**src/rtl/apb_completer_regfile_if.sv**
```systemverilog
// APB3 link between master and completer regfile.
// Only the transfer and response signals are grouped here; clock and reset stay scalar ports.
interface apb_completer_regfile_if #(
  parameter int ADDR_W = 4,
  parameter int DATA_W = 8
);
  logic              psel;
  logic              penable;
  logic              pwrite;
  logic [ADDR_W-1:0] paddr;
  logic [DATA_W-1:0] pwdata;
  logic [DATA_W-1:0] prdata;
  logic              pready;
  logic              pslverr;

  modport master (
    output psel, penable, pwrite, paddr, pwdata,
    input  prdata, pready, pslverr
  );

  modport slave (
    input  psel, penable, pwrite, paddr, pwdata,
    output prdata, pready, pslverr
  );
endinterface

```
**src/rtl/apb_completer_regfile.sv**
```systemverilog
// APB3 completer backed by a DEPTH x DATA_W register file, with programmable
// wait states, out-of-range error response and a sticky protocol-violation flag.
module apb_completer_regfile #(
  parameter int ADDR_W      = 4,
  parameter int DATA_W      = 8,
  parameter int DEPTH       = 12,
  parameter int WAIT_STATES = 1
) (
  input  logic                         clk,
  input  logic                         rst,
  apb_completer_regfile_if.slave       bus,
  output logic                         proto_err
);
  localparam int               CNT_W     = (WAIT_STATES > 0) ? $clog2(WAIT_STATES + 1) : 1;
  localparam logic [ADDR_W:0]  DEPTH_V   = (ADDR_W+1)'(DEPTH);
  localparam logic [CNT_W-1:0] CNT_LOAD  = CNT_W'(WAIT_STATES);
  localparam logic             ZERO_WAIT = (WAIT_STATES == 0);

  typedef enum logic {IDLE, ACCESS} state_t;

  typedef struct packed {
    logic              write;
    logic              err;
    logic [ADDR_W-1:0] addr;
    logic [DATA_W-1:0] wdata;
  } req_t;

  state_t                        state;
  logic [CNT_W-1:0]              cnt;
  req_t                          req;
  logic [DEPTH-1:0][DATA_W-1:0]  mem;
  logic [DATA_W-1:0]             prdata_q;
  logic                          pready_q;
  logic                          pslverr_q;

  logic                          setup;
  logic                          in_err;
  logic [DATA_W-1:0]             rd_mux;

  assign setup       = bus.psel & ~bus.penable;
  assign in_err      = {1'b0, bus.paddr} >= DEPTH_V;
  assign bus.prdata  = prdata_q;
  assign bus.pready  = pready_q;
  assign bus.pslverr = pslverr_q;

  // Out-of-range addresses match no entry and therefore read as 0.
  always_comb begin
    rd_mux = '0;
    for (int i = 0; i < DEPTH; i++)
      if (bus.paddr == ADDR_W'(i)) rd_mux = mem[i];
  end

  // pready/pslverr are registered one edge ahead, so they depend on state only.
  always_ff @(posedge clk or posedge rst) begin
    if (rst) begin
      state     <= IDLE;
      cnt       <= '0;
      req       <= '0;
      mem       <= '0;
      prdata_q  <= '0;
      pready_q  <= 1'b0;
      pslverr_q <= 1'b0;
      proto_err <= 1'b0;
    end else if (setup) begin
      // A setup seen while already in ACCESS is a restart: flag it, then capture anew.
      state     <= ACCESS;
      cnt       <= CNT_LOAD;
      req       <= '{write: bus.pwrite, err: in_err, addr: bus.paddr, wdata: bus.pwdata};
      if (!bus.pwrite) prdata_q <= rd_mux;
      pready_q  <= ZERO_WAIT;
      pslverr_q <= ZERO_WAIT & in_err;
      if (state == ACCESS) proto_err <= 1'b1;
    end else if (state == IDLE) begin
      if (bus.psel) proto_err <= 1'b1;
    end else if (!bus.psel) begin
      state     <= IDLE;
      pready_q  <= 1'b0;
      pslverr_q <= 1'b0;
      proto_err <= 1'b1;
    end else if (cnt != '0) begin
      cnt       <= cnt - 1'b1;
      pready_q  <= (cnt == CNT_W'(1));
      pslverr_q <= (cnt == CNT_W'(1)) & req.err;
    end else begin
      if (req.write && !req.err)
        for (int i = 0; i < DEPTH; i++)
          if (req.addr == ADDR_W'(i)) mem[i] <= req.wdata;
      state     <= IDLE;
      pready_q  <= 1'b0;
      pslverr_q <= 1'b0;
    end
  end
endmodule

```
**src/flat_wrapper.sv**
```systemverilog
// flat-port wrapper written by rule: the top's interface ports become plain ports
module apb_completer_regfile_flat 
#(
  parameter int ADDR_W      = 4,
  parameter int DATA_W      = 8,
  parameter int DEPTH       = 12,
  parameter int WAIT_STATES = 1
)
  (clk, rst, proto_err, bus_psel, bus_penable, bus_pwrite, bus_paddr, bus_pwdata, bus_prdata, bus_pready, bus_pslverr);
  apb_completer_regfile_if #(.ADDR_W(ADDR_W), .DATA_W(DATA_W)) bus_i ();
  input  logic clk;
  input  logic rst;
  output logic proto_err;
  input wire logic [$bits(bus_i.psel)-1:0] bus_psel;
  input wire logic [$bits(bus_i.penable)-1:0] bus_penable;
  input wire logic [$bits(bus_i.pwrite)-1:0] bus_pwrite;
  input wire logic [$bits(bus_i.paddr)-1:0] bus_paddr;
  input wire logic [$bits(bus_i.pwdata)-1:0] bus_pwdata;
  output wire logic [$bits(bus_i.prdata)-1:0] bus_prdata;
  output wire logic [$bits(bus_i.pready)-1:0] bus_pready;
  output wire logic [$bits(bus_i.pslverr)-1:0] bus_pslverr;
  assign bus_i.psel = bus_psel;
  assign bus_i.penable = bus_penable;
  assign bus_i.pwrite = bus_pwrite;
  assign bus_i.paddr = bus_paddr;
  assign bus_i.pwdata = bus_pwdata;
  assign bus_prdata = bus_i.prdata;
  assign bus_pready = bus_i.pready;
  assign bus_pslverr = bus_i.pslverr;
  apb_completer_regfile #(.ADDR_W(ADDR_W), .DATA_W(DATA_W), .DEPTH(DEPTH), .WAIT_STATES(WAIT_STATES)) u_core (.clk(clk), .rst(rst), .bus(bus_i), .proto_err(proto_err));
endmodule
```
**config.mk**
```make
export PLATFORM = sky130hd
export DESIGN_NAME = apb_completer_regfile_flat
export DESIGN_NICKNAME = d
export VERILOG_FILES = /design/src/rtl/apb_completer_regfile_if.sv /design/src/rtl/apb_completer_regfile.sv /design/src/flat_wrapper.sv
export SDC_FILE = /design/constraint.sdc
export NUM_CORES = 1
export LEC_CHECK = 0
export CORE_UTILIZATION = 34
export CTS_CLUSTER_SIZE = 10
export DETAILED_ROUTE_END_ITERATION = 8
export PLACE_DENSITY = 0.52
export SKIP_CTS_REPAIR_TIMING = 1
export SYNTH_ARGS = -nofsm -noshare
export SYNTH_HDL_FRONTEND = slang
export SYNTH_SLANG_ARGS = --single-unit
```
**constraint.sdc**
```tcl
create_clock -name clk -period 4.6 [get_ports clk]
set_input_delay 0.92 -clock clk [delete_from_list [all_inputs] [get_ports clk]]
set_output_delay 0.92 -clock clk [all_outputs]
set_load 0.01 [all_outputs]
```
==> impl_metrics.env <==
export IMPL_totalPowerFinal_mw=2.66
export IMPL_area_growth_pct=17.0
export IMPL_skew_ps=6.08
export IMPL_path_cells="clkdlybuf4s50_1 > nor2b_1 > nand3_1 > o21ai_0 > a311oi_1 > a221o_1"
export IMPL_first_pass_iters=5
export IMPL_grt_use_total_pct=17.5
export IMPL_core_um2=16700
export IMPL_slowest_stage="clkdlybuf4s50_1"
export IMPL_num_fill_cells=1591
export IMPL_cap_violations=0
export IMPL_period_needed_ps=2940
export IMPL_clk_latency_ps=420
export IMPL_cts_sinks=123
export IMPL_nets=522
export IMPL_synth_top_cell_by_area="dfrtp_1"
export IMPL_fmax_mhz=340
export IMPL_synth_top_cells_by_count="dfrtp_1, mux2_2, nand2_1, clkbuf_1"
export IMPL_drc=0
export IMPL_p_per_area_nw_per_um2=388
export IMPL_p_sw_share_pct=24.2
export IMPL_syn_avg_cell_area_um2=12.1
export IMPL_finalHoldViolCount=0
export IMPL_p_leak_nw=3.22
export IMPL_setup_viol=0
export IMPL_dieArea_um2=17700
export IMPL_antennaDiodeCount=0
export IMPL_synth_seq_cells=123
export IMPL_cp_required_ps=4900
export IMPL_internal_power_mw=2.01
export IMPL_num_rows=47
export IMPL_routed_wl_mm=14.2
export IMPL_drv_slew=0
export IMPL_rsz0062_at_grt="no"
export IMPL_die_width_um=133
export IMPL_htree_num_levels=4
export IMPL_syn_num_nets=501
export IMPL_clkPwrFrac_pct=47.2
export IMPL_vias=3837
export IMPL_slew_headroom_pct=47.4
export IMPL_synth_distinct_cells=45
export IMPL_clkTransAtPathRegs_ps=50
export IMPL_portBuffers=27
export IMPL_hp_class="reg2reg"
export IMPL_grt_pass1_wl_mm=23.4
export IMPL_synthCells=484
export IMPL_grt_max_degree=62
export IMPL_status="finished clean"
export IMPL_critPathLaunchType="input port"
export IMPL_wl_per_cell_um=19.2
export IMPL_postRouteAntennaNets=0
export IMPL_yosys_area_top_type_share_pct=52.7
export IMPL_gp_congestion=0.758
export IMPL_holdWs_ps=481
export IMPL_seqPwrFrac_pct=45.0
export IMPL_synth_edf_count=0
export IMPL_synth_area_leaders="dfrtp_1, mux2_2, nand2_1"
export IMPL_die_y_um=133
export IMPL_switchingPower_mw=0.643
export IMPL_end_kind="flip-flop"
export IMPL_netlist_area_um2=5840
export IMPL_clockRootBuffer="clkbuf_16"
export IMPL_ir_drop_v=0.000252
export IMPL_period_share_pct=64.0
export IMPL_tightestPinTransition_ps=789
export IMPL_crit_path_max_fanout=16
export IMPL_fin_setup_tns_ps=0
export IMPL_clockBufferDepth=2
export IMPL_cts_tree="built"
export IMPL_ys_warn_count=0
export IMPL_seq_area_frac_synth_pct=52.7
export IMPL_ys_flop_type="dfrtp_1"
export IMPL_critPathTopFamily="buffers and inverters"
export IMPL_crit_type="in2reg"
export IMPL_hpwlAfterDp_mm=9.50
export IMPL_combPwrFrac_pct=7.8
export IMPL_grt_pass1_vias=4304
export IMPL_ys_async_sr_fraction_pct=100
export IMPL_critPathBufInv=1
export IMPL_cp_data_arrival_time_ps=3250
export IMPL_antenna_found_initial=0
export IMPL_vias_per_cell=5.21
export IMPL_yosysMostFrequentCell="dfrtp_1"
export IMPL_io_pins=28
export IMPL_critPathMaxStageDelay_ps=820
export IMPL_dr_first_iter_drc_count=205
export IMPL_start_util_pct=35.0
export IMPL_cts_made_buffers=17
export IMPL_drive_above_1_share_pct=32.3
export IMPL_grt_overflow=0
through the flow:
stage / cell area (µm²) / setup WS, ps / utilization (%) / instances
global placement: 6280 / 1330 / 37.6 / 706
floorplan: 5840 / 409 / - / 484
finish: 6840 / 1660 / 40.9 / 737
CTS: 6840 / 1700 / 40.9 / 737
detailed placement: 6280 / 1240 / 37.6 / 706
global route: 6840 / 1470 / 40.9 / 737
cells by family after synthesis:
| family | count (synthesis) | synth area share (%) |
|---|---|---|
| AO/OA/AOI/OAI | 80 | 10.3 |
| buffers and inverters | 43 | 3.38 |
| flip-flops | 123 | 52.7 |
| multiplexers | 119 | 23.5 |
| AND/OR/NAND/NOR | 119 | 10.1 |
layout by cell type, fill, tap and decap left out, types with 2 or more instances in the layout:
cell / count
nor2_1: 16
a32oi_1: 6
a21oi_1: 10
nor2b_1: 7
buf_4: 8
mux2i_1: 7
o221ai_1: 7
clkbuf_16: 17
nand3_2: 2
o22a_1: 6
a22oi_1: 7
clkinvlp_4: 2
mux4_2: 4
nand2b_1: 10
mux2_2: 108
o211a_1: 6
clkbuf_8: 4
buf_2: 2
clkdlybuf4s50_1: 25
clkbuf_1: 3
a211o_1: 6
nand2_1: 67
clkinv_2: 4
o2bb2ai_1: 6
inv_1: 9
o21ai_0: 16
nand2_2: 6
dfrtp_1: 123
cell type report:
class	instances	area, µm²	area share (%)
Timing Repair Buffer	35	320	4.68
Inverter	10	40.0	0.585
Sequential cell	123	3080	45.0
Multi-Input combinational cell	318	2570	37.6
Clock buffer	24	492	7.19
Clock inverter	7	65.1	0.951
Tap cell	220	275	4.02
registers in the layout (all words and copies together), names as in the netlist:
register and cells:
u_core.bus.pready 1, u_core.proto_err 1, u_core.bus.pslverr 1, u_core.cnt 1, u_core.bus.prdata 8, u_core.req 14
u_core.state 1, u_core.mem 96
power by group through the flow:
stage	logic [mW]	clock network [mW]	registers [mW]
final	0.208	1.25	1.20
after global routing	0.232	1.33	1.21
after CTS	0.211	1.28	1.20
after detailed placement	0.210	0	1.21
after global placement	0.207	0	1.21
after floorplan	0.147	0	1.18
final timing paths:
check                      cells past startpoint              endpoint  slack, ps             start
setup / recovery                               6  u_core.bus.prdata[7]       1660      bus_paddr[2]
hold / removal                                 1      u_core.proto_err        480  u_core.proto_err
setup reg to reg                               5        u_core.mem[44]       2490      u_core.state
hold reg to reg                                1      u_core.proto_err        480  u_core.proto_err
max in group asynchronous                      3        u_core.mem[56]       2620               rst
min in group asynchronous                      2          u_core.state       1000               rst
worst register-to-register path: stages, from the launching register on:
cell	delay [ps]
dfrtp_1	410
and3_4	250
nand3_4	110
nor2_1	250
and3_1	570
mux2_2	410
routing by layer:
| metal | GRT usage, % | wire (µm) | vias to the layer above |
|---|---|---|---|
| met5 | 0 | 0 | - |
| met4 | 7.39 | 252 | 0 |
| met3 | 4.00 | 383 | 18 |
| met2 | 28.7 | 6860 | 53 |
| met1 | 22.3 | 6660 | 1991 |
| li1 | - | - | 1775 |
No activity file was read; power rests on OpenSTA's default activity.
